===== config.mk =====
export PLATFORM = sky130hd
export DESIGN_NAME = if_fetch_stage
export DESIGN_NICKNAME = d
export VERILOG_FILES = /design/src/rtl/if_fetch_pkg.sv /design/src/rtl/if_fetch_stage_if_id_reg.sv /design/src/rtl/if_fetch_stage.sv
export SDC_FILE = /design/constraint.sdc
export NUM_CORES = 1
export LEC_CHECK = 0
export BUFFER_PORTS_ARGS = -buffer_cell sky130_fd_sc_hd__buf_2
export CORE_UTILIZATION = 25
export DETAILED_ROUTE_END_ITERATION = 10
export PLACE_DENSITY_LB_ADDON = 0.12
export SLEW_MARGIN = 20
export SYNTH_ARGS = -nofsm -noshare
export SYNTH_HDL_FRONTEND = slang
export SYNTH_SLANG_ARGS = --single-unit

===== constraint.sdc =====
create_clock -name clk -period 1.96 [get_ports clk]
set_input_delay 0.098 -clock clk [delete_from_list [all_inputs] [get_ports clk]]
set_output_delay 0.098 -clock clk [all_outputs]
set_load 0.005 [all_outputs]

===== src/rtl/if_fetch_pkg.sv =====
// Shared constants and state encoding for the instruction-fetch stage.
package if_fetch_pkg;

  localparam int STALL_IF = 0;
  localparam int STALL_ID = 1;
  localparam int STALL_EX = 2;

  localparam logic [31:0] NOP_INST = 32'h0000_0000;

  localparam logic ChipEnable  = 1'b1;
  localparam logic ChipDisable = 1'b0;
  localparam logic Stop        = 1'b1;
  localparam logic NoStop      = 1'b0;

  typedef enum logic [1:0] {
    IF_IDLE = 2'd0,
    IF_WAIT = 2'd1,
    IF_HOLD = 2'd2,
    IF_DROP = 2'd3
  } if_state_e;

endpackage


===== src/rtl/if_fetch_stage_if_id_reg.sv =====
// IF/ID pipeline register: flush and stall handling with bubble insertion.
module if_fetch_stage_if_id_reg #(
  parameter int                ADDR_W   = 32,
  parameter int                INST_W   = 32,
  parameter logic [INST_W-1:0] NOP_INST = '0
) (
  input  logic              clk,
  input  logic              rst,
  input  logic              flush_i,
  input  logic              stall_id_i,
  input  logic              stall_ex_i,
  input  logic              new_valid_i,
  input  logic [ADDR_W-1:0] new_pc_i,
  input  logic [INST_W-1:0] new_inst_i,
  output logic [ADDR_W-1:0] id_pc_o,
  output logic [INST_W-1:0] id_inst_o
);

  logic [ADDR_W-1:0] id_pc_q;
  logic [INST_W-1:0] id_inst_q;

  // ID stalled with EX running means ID's instruction moved on: insert a bubble.
  always_ff @(posedge clk) begin
    if (rst || flush_i) begin
      id_pc_q   <= '0;
      id_inst_q <= NOP_INST;
    end else if (stall_id_i && !stall_ex_i) begin
      id_pc_q   <= '0;
      id_inst_q <= NOP_INST;
    end else if (stall_id_i) begin
      id_pc_q   <= id_pc_q;
      id_inst_q <= id_inst_q;
    end else if (new_valid_i) begin
      id_pc_q   <= new_pc_i;
      id_inst_q <= new_inst_i;
    end else begin
      id_pc_q   <= '0;
      id_inst_q <= NOP_INST;
    end
  end

  assign id_pc_o   = id_pc_q;
  assign id_inst_o = id_inst_q;

endmodule


===== src/rtl/if_fetch_stage.sv =====
// Instruction-fetch stage: one outstanding imem request, response buffer when ID
// is stalled, and a PC-freeze request until each instruction reaches IF/ID.
module if_fetch_stage #(
  parameter int                ADDR_W   = 32,
  parameter int                INST_W   = 32,
  parameter logic [INST_W-1:0] NOP_INST = if_fetch_pkg::NOP_INST[INST_W-1:0]
) (
  input  logic              clk,
  input  logic              rst,
  input  logic [ADDR_W-1:0] pc,
  input  logic              ce,
  input  logic [5:0]        stall,
  input  logic              flush,
  output logic              imem_req,
  output logic [ADDR_W-1:0] imem_addr,
  input  logic              imem_gnt,
  input  logic              imem_rvalid,
  input  logic [INST_W-1:0] imem_rdata,
  output logic              stallreq_if,
  output logic [ADDR_W-1:0] id_pc,
  output logic [INST_W-1:0] id_inst
);
  import if_fetch_pkg::*;

  if_state_e         state_q, state_d;
  logic [ADDR_W-1:0] req_pc_q;
  logic [ADDR_W-1:0] buf_pc_q;
  logic [INST_W-1:0] buf_inst_q;

  logic              id_may_load;
  logic              accept;
  logic              buf_store;
  logic              buf_clear;
  logic              new_valid;
  logic [ADDR_W-1:0] new_pc;
  logic [INST_W-1:0] new_inst;
  logic              unused_stall;

  assign unused_stall = ^{stall[5:3], stall[STALL_IF]};
  assign id_may_load  = !flush && (stall[STALL_ID] == NoStop);

  assign imem_req  = !rst && (state_q == IF_IDLE) && (ce == ChipEnable) && !flush;
  assign imem_addr = pc;
  assign accept    = (state_q == IF_IDLE) && (ce == ChipEnable) && imem_gnt;

  always_comb begin
    state_d   = state_q;
    buf_store = 1'b0;
    buf_clear = 1'b0;
    new_valid = 1'b0;
    new_pc    = req_pc_q;
    new_inst  = imem_rdata;
    case (state_q)
      IF_IDLE: begin
        // A grant means the request is in flight even if a flush arrives with it.
        if (accept) state_d = flush ? IF_DROP : IF_WAIT;
      end
      IF_WAIT: begin
        if (imem_rvalid) begin
          if (flush) begin
            state_d = IF_IDLE;
          end else if (id_may_load) begin
            new_valid = 1'b1;
            state_d   = IF_IDLE;
          end else begin
            buf_store = 1'b1;
            state_d   = IF_HOLD;
          end
        end else if (flush) begin
          state_d = IF_DROP;
        end
      end
      IF_HOLD: begin
        new_pc   = buf_pc_q;
        new_inst = buf_inst_q;
        if (flush) begin
          buf_clear = 1'b1;
          state_d   = IF_IDLE;
        end else if (id_may_load) begin
          new_valid = 1'b1;
          state_d   = IF_IDLE;
        end
      end
      IF_DROP: begin
        if (imem_rvalid) state_d = IF_IDLE;
      end
      default: state_d = IF_IDLE;
    endcase
  end

  assign stallreq_if = (ce == ChipEnable) && !new_valid;

  always_ff @(posedge clk) begin
    if (rst) begin
      state_q    <= IF_IDLE;
      req_pc_q   <= '0;
      buf_pc_q   <= '0;
      buf_inst_q <= NOP_INST;
    end else begin
      state_q <= state_d;
      if (accept) req_pc_q <= pc;
      if (buf_store) begin
        buf_pc_q   <= req_pc_q;
        buf_inst_q <= imem_rdata;
      end else if (buf_clear) begin
        buf_pc_q   <= '0;
        buf_inst_q <= NOP_INST;
      end
    end
  end

  if_fetch_stage_if_id_reg #(
    .ADDR_W  (ADDR_W),
    .INST_W  (INST_W),
    .NOP_INST(NOP_INST)
  ) u_if_id_reg (
    .clk        (clk),
    .rst        (rst),
    .flush_i    (flush),
    .stall_id_i (stall[STALL_ID]),
    .stall_ex_i (stall[STALL_EX]),
    .new_valid_i(new_valid),
    .new_pc_i   (new_pc),
    .new_inst_i (new_inst),
    .id_pc_o    (id_pc),
    .id_inst_o  (id_inst)
  );

endmodule


# Word-level counts from Yosys, hierarchy flattened
# Cells that the tools add are included.
# W data, S select, Z words.
# word_totals
register_bits	162
in_bits	76
out_inout_bits	98
# op_classes
eq_ne	7
n_mux	27
bitwise_logic	1
n_reduce_logical	17
# ops
cell	count
$mux W32	7
$mux W2	9
$mux W1	9
$logic_and A1 B1 Y1	8
$pmux W2 S4	1
$ne A3 B3 Y1 const B	2
$eq A2 B2 Y1 const B	2
$logic_not A1 Y1	4
$ne A2 B2 Y1 const B	2
$reduce_and A4 Y1	1
$eq A2 B1 Y1 const B	1
$logic_not A2 Y1	1
$pmux W1 S2	1
$reduce_bool A2 Y1	1
$reduce_or A2 Y1	1
$logic_or A1 B1 Y1	1
$not A1 Y1	1

# Depth between registers and ports, before layout
# logic_depth
depth_word	8
depth_mapped	8
depth_no_buf	6

# Hierarchy
# Synthesis repeated with hierarchy kept, for this count alone.
# unflattened
cells_unflattened	780
area_unflattened_um2	8035.2
# modules_own_cells
mod	instances	cells_each	area_each_um2	seq_area_each_um2
if_fetch_stage	1	487	4971.0	1961.9
if_fetch_stage_if_id_reg	1	293	3064.2	1281.2

# Worst setup path after synthesis
# Ideal clock, no wire load.
# synth_timing
path_kind	register to register
from	register state_q[0]
to	register u_if_id_reg.id_inst_q[22], in the netlist u_if_id_reg.id_inst_o[22]
setup_ps	128
arrival_time_ps	1554
slack_ps	278
stages_incl_launch_ff	8
synth_period_minus_slack_ps	1682
path_cell_list	dfxtp_1 -> inv_1 -> ha_1 -> buf_2 -> buf_2 -> mux2_2 -> a22oi_2 -> nor2_1
# synth_via
elab_chain_cells	3
word_cells_on_any_way	5
# synth_rtl
item	line	source
start, declared	if_fetch_stage.sv:25	if_state_e state_q, state_d;
start signal, assigned	if_fetch_stage.sv:100	state_q <= state_d;
$eq A2 B2 Y1 / $eq A2 B1 Y1 (equally long branches)	if_fetch_stage.sv:53	case (state_q)
$pmux W1 S2 / $mux W32 (equally long branches)	if_fetch_stage.sv:53	
$mux W32 (*)	if_fetch_stage_if_id_reg.sv:33	end else if (new_valid_i) begin
end signal, assigned	if_fetch_stage_if_id_reg.sv:32	id_inst_q <= id_inst_q;
end signal, assigned	if_fetch_stage_if_id_reg.sv:35	id_inst_q <= new_inst_i;
end, declared	if_fetch_stage_if_id_reg.sv:20	logic [INST_W-1:0] id_inst_q;
# Every way passes the cells marked *; elsewhere a longest branch is shown, timed or not.
# A chain may end at the register's enable or synchronous reset.

# Worst setup path in the final report
# layout_timing
from	register state_q[0]
to	output port stallreq_if
# layout_via
elab_chain_cells	4
word_cells_on_any_way	5
# layout_rtl
item	line	source
$eq A2 B2 Y1 / $eq A2 B1 Y1 (equally long branches)	if_fetch_stage.sv:53	
$pmux W1 S2 (*)	if_fetch_stage.sv:53	
$logic_not A1 Y1 (*)	if_fetch_stage.sv:91	assign stallreq_if = (ce == ChipEnable) && !new_valid;
$logic_and A1 B1 Y1 (*)	if_fetch_stage.sv:91	
end, declared	if_fetch_stage.sv:19	output logic stallreq_if,
# Marked as above.

==> metrics.md <==
| Metric | Value |
|---|---|
| Status | complete, no violations |
| Clk sinks | 162 |
| Die ar. | a little under 0.03 mm² |
| Synthesized netlist cell count | 774 |
| Worst-case reg-to-reg path depth | 8 |
| P_sw | about 2.7 mW |
| Ys async rst share | 0% |
| Setup Skew | 0.00790 ns |
| Synth area leaders | dfxtp_1, mux2_2, a22oi_2 |
| Final Hold Vio Count | 0 |
| GPL Wtd Cong | between 0.6 and 0.7 |
| Library cells used by synthesis | 25 |
| CTS tree | done |
| GRT overflow | 0 |
| Primary FF master, synth | dfxtp_1 |
| Total power | roughly 9 mW |
| Routed WL | 21700 µm |
| Worst hold path type | in2reg |
| Root Driver | clkbuf_16 |
| Initial antenna violation count | 0 |
| Peak supply drop | between 400 and 500 µV |
| Initial DRC Count | 221 |
| Min-delay src | stall[2] |
| Worst path bufs/invs | 3 |
| Wirelength per Cell | about 16 µm |
| Core box area | between 0.02 and 0.03 mm² |
| Port buffer count | 169 |
| Met2 Routed Length | 10200 µm |
| Mapped cell area | between 0.007 and 0.008 mm² |
| Largest stage delay, worst path | 0.38 ns |
| Layout area overhead | 33.6% |
| Share of Yosys cell area claimed by the top area cell type | 46.0% |
| Post-synth EDFFs | 0 |
| Crit path from | state_q[0] |
| Sequential share of power | 38.6% |
| DR pass1 iterations | 4 |
| Leading area contributor after synthesis | dfxtp_1 |
| Die height | around 170 µm |
| Setup violators final | 0 |
| Sequential area share after synthesis | approximately 46% |
| # DRC | 0 |
| Vias in the first global route | 5965 |
| DR top layer | met4 |
| Net Count, Synth | approximately 860 |
| CP max stage cell | dfxtp_1 |
| Share of cells above drive strength 1 | between 30 and 40% |
| Vias/cell | ~4.4 |
| H-tree lvl count | 4 |
| RSZ-0062 raised after global routing | yes |
| Initial core utilization | around a quarter |
| Die X | between 150 and 200 µm |
| Gr usage total | between 15 and 20% |
| Hold path depth | 3 |
| Fin crit share | between 90% and 100% |
| Max_cap viols | 0 |
| Antenna viol nets, final | 0 |
| First-pass GRT wire length | around 34000 µm |
| Total CTS buffers | 17 |
| FF-to-FF setup slack | between 0.15 and 0.2 ns |
| Logic gate share of total power | 23.4% |
| Slew of the pin with the lowest slew margin | slightly above 0.5 ns |
| PwrDens | 967 mW/mm² |
| Syn avg cell area | 9.12 µm² |
| Max_slew headroom | approximately two thirds |
| WS Path Type | reg2out |
| Final Slew Violations | 0 |
| Top-level I/O count | 174 |
| Crit. End Element | output pin |
| Clock power share | between 30% and 40% |
| Worst r2r src | state_q[0] |
| Switching fraction of total power | roughly 30% |
| Wire length on met1 | 10700 µm |
| Worst-path fanout max | 4 |
| CP required | roughly 1.9 ns |
| Critical path's top delay family | flip-flops |
| Detailed-route via count | roughly 6000 |
| Placed inst area | ~0.0082 mm² |
| Fmax | between 500 and 600 MHz |
| Synthesized flop and latch total | roughly 160 |
| Worst Path Arrival | about 1.7 ns |
| Startpoint types | flop |
| Rows | slightly above 60 |
| Path length in cells of the critical path | 6 |
| Clk pin slew, worst setup/hold paths | around 0.070 ns |
| Met3 routed WL | roughly 700 µm |
| WHS | between 0.07 and 0.08 ns |
| Final worst path period need | 1.84 ns |
| N_diodes | 0 |
| Max clock buf depth | 2 |
| CP cell instances | inv_2 > ha_1 > nor4b_4 > buf_6 > nor2b_1 > buf_2 |
| Leak | between 3 and 4 nW |
| Final #Nets | about 1000 |
| Internal cell power | around 6.4 mW |
| Clk Latency, worst-skew pair | 0.42 ns |
| Yosys warns | 0 |
| Detailed Place HPWL | between 10000 and 15000 µm |
| Largest net degree at the start of global routing | between 90 and 100 |
| Finished Cell Area | 0.00943 mm² |
## synth_stat cells, types with 3 or more instances
| cell type | instances |
|---|---|
| a21oi_1 | 99 |
| a22oi_1 | 14 |
| a22oi_2 | 51 |
| and3_1 | 3 |
| buf_2 | 22 |
| buf_4 | 38 |
| buf_6 | 7 |
| clkbuf_1 | 28 |
| dfxtp_1 | 162 |
| ha_1 | 5 |
| inv_1 | 6 |
| mux2_2 | 64 |
| nand2_1 | 131 |
| nand3_1 | 65 |
| nor2_1 | 69 |
## cell type report
cell class / instances / area, µm²
Clock buffer: 22 / 474
Timing Repair Buffer: 260 / 1850
Clock inverter: 10 / 125
Inverter: 6 / 22.5
Fill cell: 2957 / 18400
Multi-Input combinational cell: 510 / 3240
Sequential cell: 162 / 3240
Tap cell: 378 / 473
## worst min-delay path: cells and delay by family
family	cells	cell delay [ns]
AO/OA/AOI/OAI	1	0.13
buffers and inverters	1	0.10
AND/OR/NAND/NOR	1	0.12
## metal layers
metal  vias up  global-route usage [%]
met2       121                    25.6
li1       3008                       -
met5         -                       0
met4         0                    4.00
met1      2850                    19.8
met3        11                    2.58
## power by group through the flow
stage	Clock (mW)	Sequential (mW)	Combinational [mW]
2_1_floorplan	0	3.56	1.41
3_3_place_gp	0	3.59	2.07
3_5_place_dp	0	3.59	2.07
4_1_cts	3.61	3.51	2.18
5_1_grt	3.73	3.53	2.34
6_report	3.46	3.52	2.14
## cell usage in the layout, fill, tap and decap left out, drive strengths merged, types with 8 or more instances in the layout
cell / synthesis / routed
dfxtp: 162 / 162
nor2: 69 / 69
nand3: 66 / 66
nand2: 131 / 131
mux2: 64 / 64
a21oi: 99 / 99
clkbuf: 28 / 22
dlygate4sd3: 0 / 64
a22oi: 65 / 65
buf: 68 / 196
inv: 6 / 8
## timing repair
action                     in CTS  in global routing
gates resized for setup         1                  4
setup endpoints to repair       1                 14
setup buffers                   1                  0
hold endpoints to repair       64                  0
gates cloned                    0                  0
hold buffers                   64                  0
## flip-flops by register name (all words and copies together) (netlist names)
signal                 cells
u_if_id_reg.id_pc_o       32
buf_pc_q                  32
u_if_id_reg.id_inst_o     32
req_pc_q                  32
buf_inst_q                32
state_q                    2
## cells by family (layout without fill, tap and decap cells)
group	count (synthesis)	in the layout	synth area share (%)
multiplexers	65	65	10.4
buffers and inverters	102	298	8.58
AND/OR/NAND/NOR	272	272	16.2
flip-flops	162	162	46.0
adder cells (fa/ha/maj)	5	5	0.887
AO/OA/AOI/OAI	168	168	18.0
## path summary, 6_finish.rpt
| check | to |
|---|---|
| max | stallreq_if |
| min | u_if_id_reg.id_pc_o[5] |
| max reg2reg | u_if_id_reg.id_inst_o[22] |
| min reg2reg | buf_pc_q[23] |
## metrics by stage
step                cells  setup TNS [ns]  util (%)  worst slack (ns)
floorplan             774               0         -             0.278
global placement     1251               0      29.4             0.128
detailed placement   1251               0      29.4             0.137
CTS                  1348               0      33.9            0.0108
global route         1348        -0.00602      33.9          -0.00602
finish               1348               0      33.9             0.122
Note: power is estimated with default switching activity, not from simulation.
